**src/rtl/zero_cross_period_meter.sv**
```systemverilog
// Measures the sample-strobe interval between detector crossings, averages 2^AVG_LOG2 of them, and flags loss of signal.
// Optional macro PERIOD_DEGLITCH_EN: reject crossings closer than MIN_INTERVAL samples and count them on glitch_cnt.
module zero_cross_period_meter #(
    parameter int unsigned   PW           = 24,
    parameter int unsigned   AVG_LOG2     = 2,
    parameter logic [PW-1:0] MAX_COUNT    = PW'(24'hFFFFFF),
    parameter int unsigned   MIN_INTERVAL = 4
) (
    input  logic          clk,
    input  logic          reset_n,
    input  logic          enable,
    input  logic          flag,
    output logic [PW-1:0] period,
    output logic          valid,
    output logic          locked,
    output logic          timeout
`ifdef PERIOD_DEGLITCH_EN
    ,
    output logic [7:0]    glitch_cnt
`endif
);

    localparam int unsigned AW = PW + AVG_LOG2;
    localparam int unsigned NW = AVG_LOG2 + 1;
    localparam logic [NW-1:0] NLAST = NW'((2 ** AVG_LOG2) - 1);
`ifdef PERIOD_DEGLITCH_EN
    localparam bit DEGLITCH_ON = 1'b1;
`else
    localparam bit DEGLITCH_ON = 1'b0;
`endif

    typedef enum logic {IDLE = 1'b0, MEASURE = 1'b1} state_e;

    state_e          state_q, state_d;
    logic [PW-1:0]   cnt_q, cnt_d;
    logic [AW-1:0]   acc_q, acc_d;
    logic [NW-1:0]   nint_q, nint_d;
    logic [PW-1:0]   period_q, period_d;
    logic            valid_q, valid_d;
    logic            locked_q, locked_d;
    logic            timeout_q, timeout_d;
`ifdef PERIOD_DEGLITCH_EN
    logic [7:0]      glitch_q, glitch_d;
`endif

    logic [PW-1:0]   interval_c;
    logic            hit_max_c;
    logic            is_glitch_c;
    logic            accept_c;
    logic            close_c;
    logic [AW-1:0]   sum_c;

    // Interval includes the strobe coinciding with the crossing; PW+1 bits guard the limit compare.
    always_comb begin
        interval_c  = cnt_q + PW'(enable);
        hit_max_c   = ({1'b0, cnt_q} + (PW+1)'(enable)) >= {1'b0, MAX_COUNT};
        is_glitch_c = DEGLITCH_ON && (interval_c < PW'(MIN_INTERVAL));
        accept_c    = flag && !is_glitch_c;
        close_c     = accept_c && (nint_q == NLAST);
        sum_c       = acc_q + AW'(interval_c);
    end

    always_ff @(posedge clk) begin
        if (!reset_n) begin
            state_q <= IDLE;
        end else begin
            state_q <= state_d;
        end
    end

    // An accepted crossing on the limit edge keeps the meter locked.
    always_comb begin
        state_d = state_q;
        case (state_q)
            IDLE:    if (flag) state_d = MEASURE;
            MEASURE: if (!accept_c && hit_max_c) state_d = IDLE;
            default: state_d = IDLE;
        endcase
    end

    always_comb begin
        cnt_d     = cnt_q;
        acc_d     = acc_q;
        nint_d    = nint_q;
        period_d  = period_q;
        valid_d   = 1'b0;
        timeout_d = timeout_q;
        locked_d  = (state_d == MEASURE);
`ifdef PERIOD_DEGLITCH_EN
        glitch_d  = glitch_q;
`endif
        case (state_q)
            IDLE: begin
                if (flag) begin
                    cnt_d  = '0;
                    acc_d  = '0;
                    nint_d = '0;
                end
            end
            MEASURE: begin
                if (accept_c) begin
                    cnt_d = '0;
                    if (close_c) begin
                        period_d  = PW'(sum_c >> AVG_LOG2);
                        valid_d   = 1'b1;
                        acc_d     = '0;
                        nint_d    = '0;
                        timeout_d = 1'b0;
                    end else begin
                        acc_d  = sum_c;
                        nint_d = nint_q + NW'(1);
                    end
                end else begin
                    cnt_d = interval_c;
                    if (hit_max_c) begin
                        timeout_d = 1'b1;
                        acc_d     = '0;
                        nint_d    = '0;
                    end
                end
`ifdef PERIOD_DEGLITCH_EN
                if (flag && is_glitch_c && (glitch_q != 8'hFF)) glitch_d = glitch_q + 8'd1;
`endif
            end
            default: ;
        endcase
    end

    always_ff @(posedge clk) begin
        if (!reset_n) begin
            cnt_q     <= '0;
            acc_q     <= '0;
            nint_q    <= '0;
            period_q  <= '0;
            valid_q   <= 1'b0;
            locked_q  <= 1'b0;
            timeout_q <= 1'b0;
`ifdef PERIOD_DEGLITCH_EN
            glitch_q  <= '0;
`endif
        end else begin
            cnt_q     <= cnt_d;
            acc_q     <= acc_d;
            nint_q    <= nint_d;
            period_q  <= period_d;
            valid_q   <= valid_d;
            locked_q  <= locked_d;
            timeout_q <= timeout_d;
`ifdef PERIOD_DEGLITCH_EN
            glitch_q  <= glitch_d;
`endif
        end
    end

    assign period  = period_q;
    assign valid   = valid_q;
    assign locked  = locked_q;
    assign timeout = timeout_q;
`ifdef PERIOD_DEGLITCH_EN
    assign glitch_cnt = glitch_q;
`endif

endmodule

```
**config.mk**
```make
export PLATFORM = sky130hd
export DESIGN_NAME = zero_cross_period_meter
export DESIGN_NICKNAME = d
export VERILOG_FILES = /design/src/rtl/zero_cross_period_meter.sv
export SDC_FILE = /design/constraint.sdc
export NUM_CORES = 1
export LEC_CHECK = 0
export BUFFER_PORTS_ARGS = -buffer_cell sky130_fd_sc_hd__buf_4
export CAP_MARGIN = 5
export CORE_MARGIN = 10
export CORE_UTILIZATION = 30
export DETAILED_ROUTE_END_ITERATION = 6
export HOLD_SLACK_MARGIN = 0.15
export MAX_ROUTING_LAYER = met4
export PLACE_DENSITY = 0.43
export REMOVE_ABC_BUFFERS = 1
export SYNTH_ARGS = -nofsm -noshare
export SYNTH_HDL_FRONTEND = slang
export SYNTH_SLANG_ARGS = --single-unit
```
**constraint.sdc**
```tcl
create_clock -name clk -period 6.45 [get_ports clk]
set_input_delay 0.3225 -clock clk [delete_from_list [all_inputs] [get_ports clk]]
set_output_delay 0.3225 -clock clk [all_outputs]
set_load 0.1 [all_outputs]
```
Word-level counts from Yosys, hierarchy flattened
Cells that the tools add are included.
{"block": "word_totals", "regBits": 80}
{"block": "op_classes", "n_reduce_logical": 8, "n_mux": 20, "n_bitwise": 1, "magnitude_cmp": 1, "add_sub_neg": 4, "n_eq_ne": 4}
{"cell": "26-bit two-way mux", "n": 4}
{"cell": "26-bit one-hot mux with 2 select lines", "n": 1}
{"cell": "24-bit two-way mux", "n": 2}
{"cell": "24-bit one-hot mux with 2 select lines", "n": 1}
{"cell": "26-bit by 24-bit adder with 26-bit output", "n": 1}
{"cell": "24-bit by 1-bit adder with 25-bit output", "n": 1}
{"cell": "25-bit by 24-bit >= comparator with 1-bit output (second input constant)", "n": 1}
{"cell": "24-bit by 1-bit adder with 24-bit output", "n": 1}
{"cell": "3-bit two-way mux", "n": 4}
{"cell": "3-bit AND reduction", "n": 3}
{"cell": "1-bit two-way mux", "n": 6}
{"cell": "3-bit one-hot mux with 2 select lines", "n": 1}
{"cell": "3-bit by 1-bit adder with 3-bit output (second input constant)", "n": 1}
{"cell": "3-bit by 2-bit == test with 1-bit output (second input constant)", "n": 1}
{"cell": "3-bit by 2-bit inequality test with 1-bit output (second input constant)", "n": 1}
{"cell": "1-bit logical AND", "n": 2}
{"cell": "2-bit by 1-bit inequality test with 1-bit output (second input constant)", "n": 1}
{"cell": "2-bit inequality test (second input constant)", "n": 1}
{"cell": "1-bit one-hot mux with 2 select lines", "n": 1}
{"cell": "2-bit AND reduction", "n": 1}
{"cell": "2-bit nonzero test", "n": 1}
{"cell": "1-bit zero test", "n": 1}
{"cell": "1-bit NOT", "n": 1}

Depth between registers and ports, before layout
{"block": "depth", "depth_word": 5, "ltp_mapped": 17, "ltp_nobuf": 16}

Worst setup path after synthesis
Ideal clock, no wire load.
{"block": "synth_timing", "kind": "in2reg", "start": "input port enable", "end": "register period_q[23] (netlist: period[23])", "path_slack_ns": 2.675, "path_buffers": 1, "arrival_ns": 3.690, "stages": 16, "setup_time_ns": 0.086, "cell_sequence": "ha_1 -> ha_1 -> and3_1 -> clkbuf_1 -> nand2_1 -> nor2_1 -> and4_1 -> xor2_1 -> ha_1 -> a21oi_1 -> o21ai_0 -> a2111oi_0 -> nor4_1 -> o41a_1 -> xnor2_1 -> a211oi_1"}
{"block": "synth_via", "elab_chain_len": 2}
{"item": "start, declared", "line": "11", "rtl": "input logic enable,"}
{"item": "24-bit by 1-bit adder with 24-bit output", "line": "55", "rtl": "interval_c = cnt_q + PW'(enable);"}
{"item": "26-bit by 24-bit adder with 26-bit output", "line": "60", "rtl": "sum_c = acc_q + AW'(interval_c);"}
{"item": "end signal, assigned", "line": "145", "rtl": "period_q <= period_d;"}
{"item": "end, declared", "line": "38", "rtl": "logic [PW-1:0] period_q, period_d;"}
Every way passes these cells.
A chain may end at the register's enable or synchronous reset.

Worst setup path in the final report
{"block": "layout_timing", "start": "register cnt_q[0]", "end": "register period_q[23] (netlist: period[23])"}
{"block": "layout_via", "elab_chain_len": 2}
{"item": "start, declared", "line": "35", "rtl": "logic [PW-1:0] cnt_q, cnt_d;"}
{"item": "start signal, assigned", "line": "142", "rtl": "cnt_q <= cnt_d;"}
{"item": "24-bit by 1-bit adder with 24-bit output", "line": "55"}
{"item": "26-bit by 24-bit adder with 26-bit output", "line": "60"}
Every way passes these cells.

==> summary.txt <==
Logic synthesis
  – Ys flop type: dfxtp_1
  – Synth area leader: dfxtp_1
  – Synth top area share: 33.1%
  – Post-synth top cells: dfxtp_1 (80), nand2_1 (79), nor2_1 (52)
  – Post-synth EDFFs: 0
  – Mapped Area: 4830 um^2
  – Ys Warns: 0
  – Sequential share of the synthesized area: 33.1%
  – Synth top area cells: dfxtp_1 (33%), ha_1 (7.0%), nand2_1 (6.1%), xnor2_1 (5.4%), a21oi_1 (5.3%)
  – Avg Synthesized Cell Area: 8.09 um^2
  – Flops & latches, synth: 80
  – Post-Synthesis Cells: 597
  – Ys async rst share: 0%
  – Count leader, synth: dfxtp_1
  – Count of cell types in the netlist: 61

Timing
  – Min Tclk post-route: 4.39 ns
  – Fmax: 0.228 GHz
  – Final setup TNS: 0 ns
  – Slew at the pin closest to its max-slew limit: 1.06 ns
  – Max_slew headroom: 29.1%
  – Final setup viols: 0
  – Setup repair after global routing missed its margin: false
  – Layout Skew: 0.00983 ns
  – Fin crit share: 68.1%
  – Hold Fails Final Rpt: 0
  – Max Transition Viols Final: 0
  – Final WS setup: 2.06 ns

Clocking
  – Post-CTS resize count: 0
  – Post-CTS setup buffer count: 0
  – Hold buffer count at CTS: 0
  – Root buf cell: clkbuf_16
  – Clock slew at reported path FFs: 0.07 ns
  – CTS buffer count: 9
  – Clk buf depth: 2
  – TritonCTS clock tree: yes
  – H-tree levels: 3
  – Total clock sinks: 80
  – Worst-Skew Late Latency: 0.36 ns

Placed design
  – Setup slack at placement: 2.01 ns
  – RePlAce Congestion: 0.853
  – Placed Cells incl. Taps: 818
  – I/O Buffers: 30
  – HPWL Detailed: 10,000 um

Die
  – Floorplan row count: 46
  – Die width: 147 um
  – Die height: 147 um
  – Starting Density: 30.5%
  – I/O pin cnt: 31
  – Core area: 15,800 um^2
  – DIE AREA: 21,600 um^2

Run
  – Maxcap violations: 0

Setup path
  – Crit. End Element: register
  – Most used cell, CP: ha_1
  – CP Class: reg2reg
  – CP max stage delay: 0.73 ns
  – Crit path required time: 6.71 ns
  – Internal reg-to-reg setup slack: 2.06 ns
  – Worst r2r path cells: 13
  – Crit-path max FO: 8
  – Worst Setup Start Kind: register
  – Worst flop-to-flop path startpoint: cnt_q[0]
  – Critical path's slowest cell: nor4_2
  – Crit-path cells: ha_1 > ha_1 > nand3_2 > nor4_2 > xor2_1 > ha_1 > a21oi_1 > o21ai_0 > a2111oi_0 > nor4_1 > o41a_1 > xnor2_1 > a211oi_1
  – Worst Path Arrival: 4.65 ns
  – FF-to-FF End: period[23]

Pwr
  – VDD IR max: 124 uV
  – Design Power: 1060 uW
  – Lkg Pwr: 0.00223 uW
  – P per Cell Area: 192 nW/um^2

Layout
  – N_diodes: 0
  – Final #Nets: 645
  – Final Util: 35.0%
  – Area Growth Syn to Fin: 14.7%
  – Fillcell total: 1,673
  – Final Non-Filler Cells: 834
  – Share of cells above drive strength 1: 10.4%

Hold path
  – Worst Hold Class: in2reg
  – Min-delay src: flag
  – Hold depth: 3
  – Worst Hold Path EP: locked

Detailed routing
  – Detailed Route WL: 13,300 um
  – Via density per instance: 5.04
  – Initial drt markers: 249
  – Vias: 4,207
  – DRC viols: 0
  – Wire per inst: 16.0 um
  – ANT nets after route: 0
  – DRT Pass-1 Iters: 4

Global routing
  – Largest net degree at the start of global routing: 30
  – GRT Residual Overflow: 0
  – Vias in the first global route: 4,075
  – GRT Overall Usage: 12.9%
  – Global-route wire length before repair: 21,800 um
  – Antenna violations before repair: 0

Run status
  – Status: finished, final reports clean
-- worst max-delay path: cells and delay by family (launching register included) --
family	cells	cell delay, ns
AO/OA/AOI/OAI	5	1.63
AND/OR/NAND/NOR	3	1.10
adder cells (fa/ha/maj)	3	0.93
flip-flops	1	0.33
XOR/XNOR	2	0.31
-- kinds of logic (layout without fill, tap and decap cells) --
logic type | after synthesis | after routing | share of synthesized area [%]
adder cells (fa/ha/maj) | 28 | 28 | 7.41
multiplexers | 3 | 3 | 0.621
AND/OR/NAND/NOR | 229 | 229 | 23.9
XOR/XNOR | 58 | 58 | 10.5
buffers and inverters | 47 | 68 | 3.99
AO/OA/AOI/OAI | 152 | 152 | 20.4
flip-flops | 80 | 80 | 33.1
-- per-stage QoR --
stage / instance area, um^2 / hold slack [ns]
6_report: 5540 / 0.218
5_1_grt: 5540 / 0.230
4_1_cts: 5540 / 0.205
3_5_place_dp: 5240 / 0.438
3_3_place_gp: 5240 / 0.434
2_1_floorplan: 4710 / 0.424
-- how the worst max path moves through the flow --
stage,startpoint,end,cells past startpoint
2_1_floorplan,enable,period[23],14
3_3_place_gp,enable,period[23],14
3_5_place_dp,enable,period[23],14
4_1_cts,cnt_q[0],period[23],13
5_1_grt,cnt_q[0],period[23],13
6_report,cnt_q[0],period[23],13
-- report_power, final --
part           switching [uW]  leakage, uW  internal (uW)
Sequential              0.662     0.000645            495
Clock                     233     0.000144            305
Combinational            23.1      0.00144           6.99
Total                     257      0.00223            807
-- cell usage in the layout (no fill, tap or decap), drive strengths merged, types with 4 or more instances in the layout --
master / instances
nand4: 14
a211oi: 8
or2: 5
a21oi: 51
nand3: 19
nor2: 52
or3: 7
a22o: 20
o22ai: 4
a21o: 13
ha: 27
o21ai: 26
inv: 20
a31oi: 4
nor4: 7
nand2: 79
buf: 34
clkbuf: 9
dfxtp: 80
and4: 5
nor3: 9
xor2: 28
nand2b: 6
o211ai: 4
and3: 10
xnor2: 30
-- per-layer routing --
metal	routed length, um	track usage (%)
met3	417	2.73
met5	0	-
met1	6540	16.1
met4	214	4.41
met2	6140	20.2
-- state kept, by name (all words and copies together), names as in the netlist --
name and flops:
acc_q 26, cnt_q 24, locked 1, nint_q 3, period 24, timeout 1, valid 1
-- area by class of cell --
class | count | area, um^2 | share of cell area, %
Tap cell | 216 | 270 | 4.88
Clock buffer | 9 | 225 | 4.06
Clock inverter | 7 | 78.8 | 1.42
Multi-Input combinational cell | 470 | 3040 | 54.9
Timing Repair Buffer | 34 | 255 | 4.60
Sequential cell | 80 | 1600 | 28.9
Inverter | 18 | 67.6 | 1.22
(Power assumes the default switching activity.)
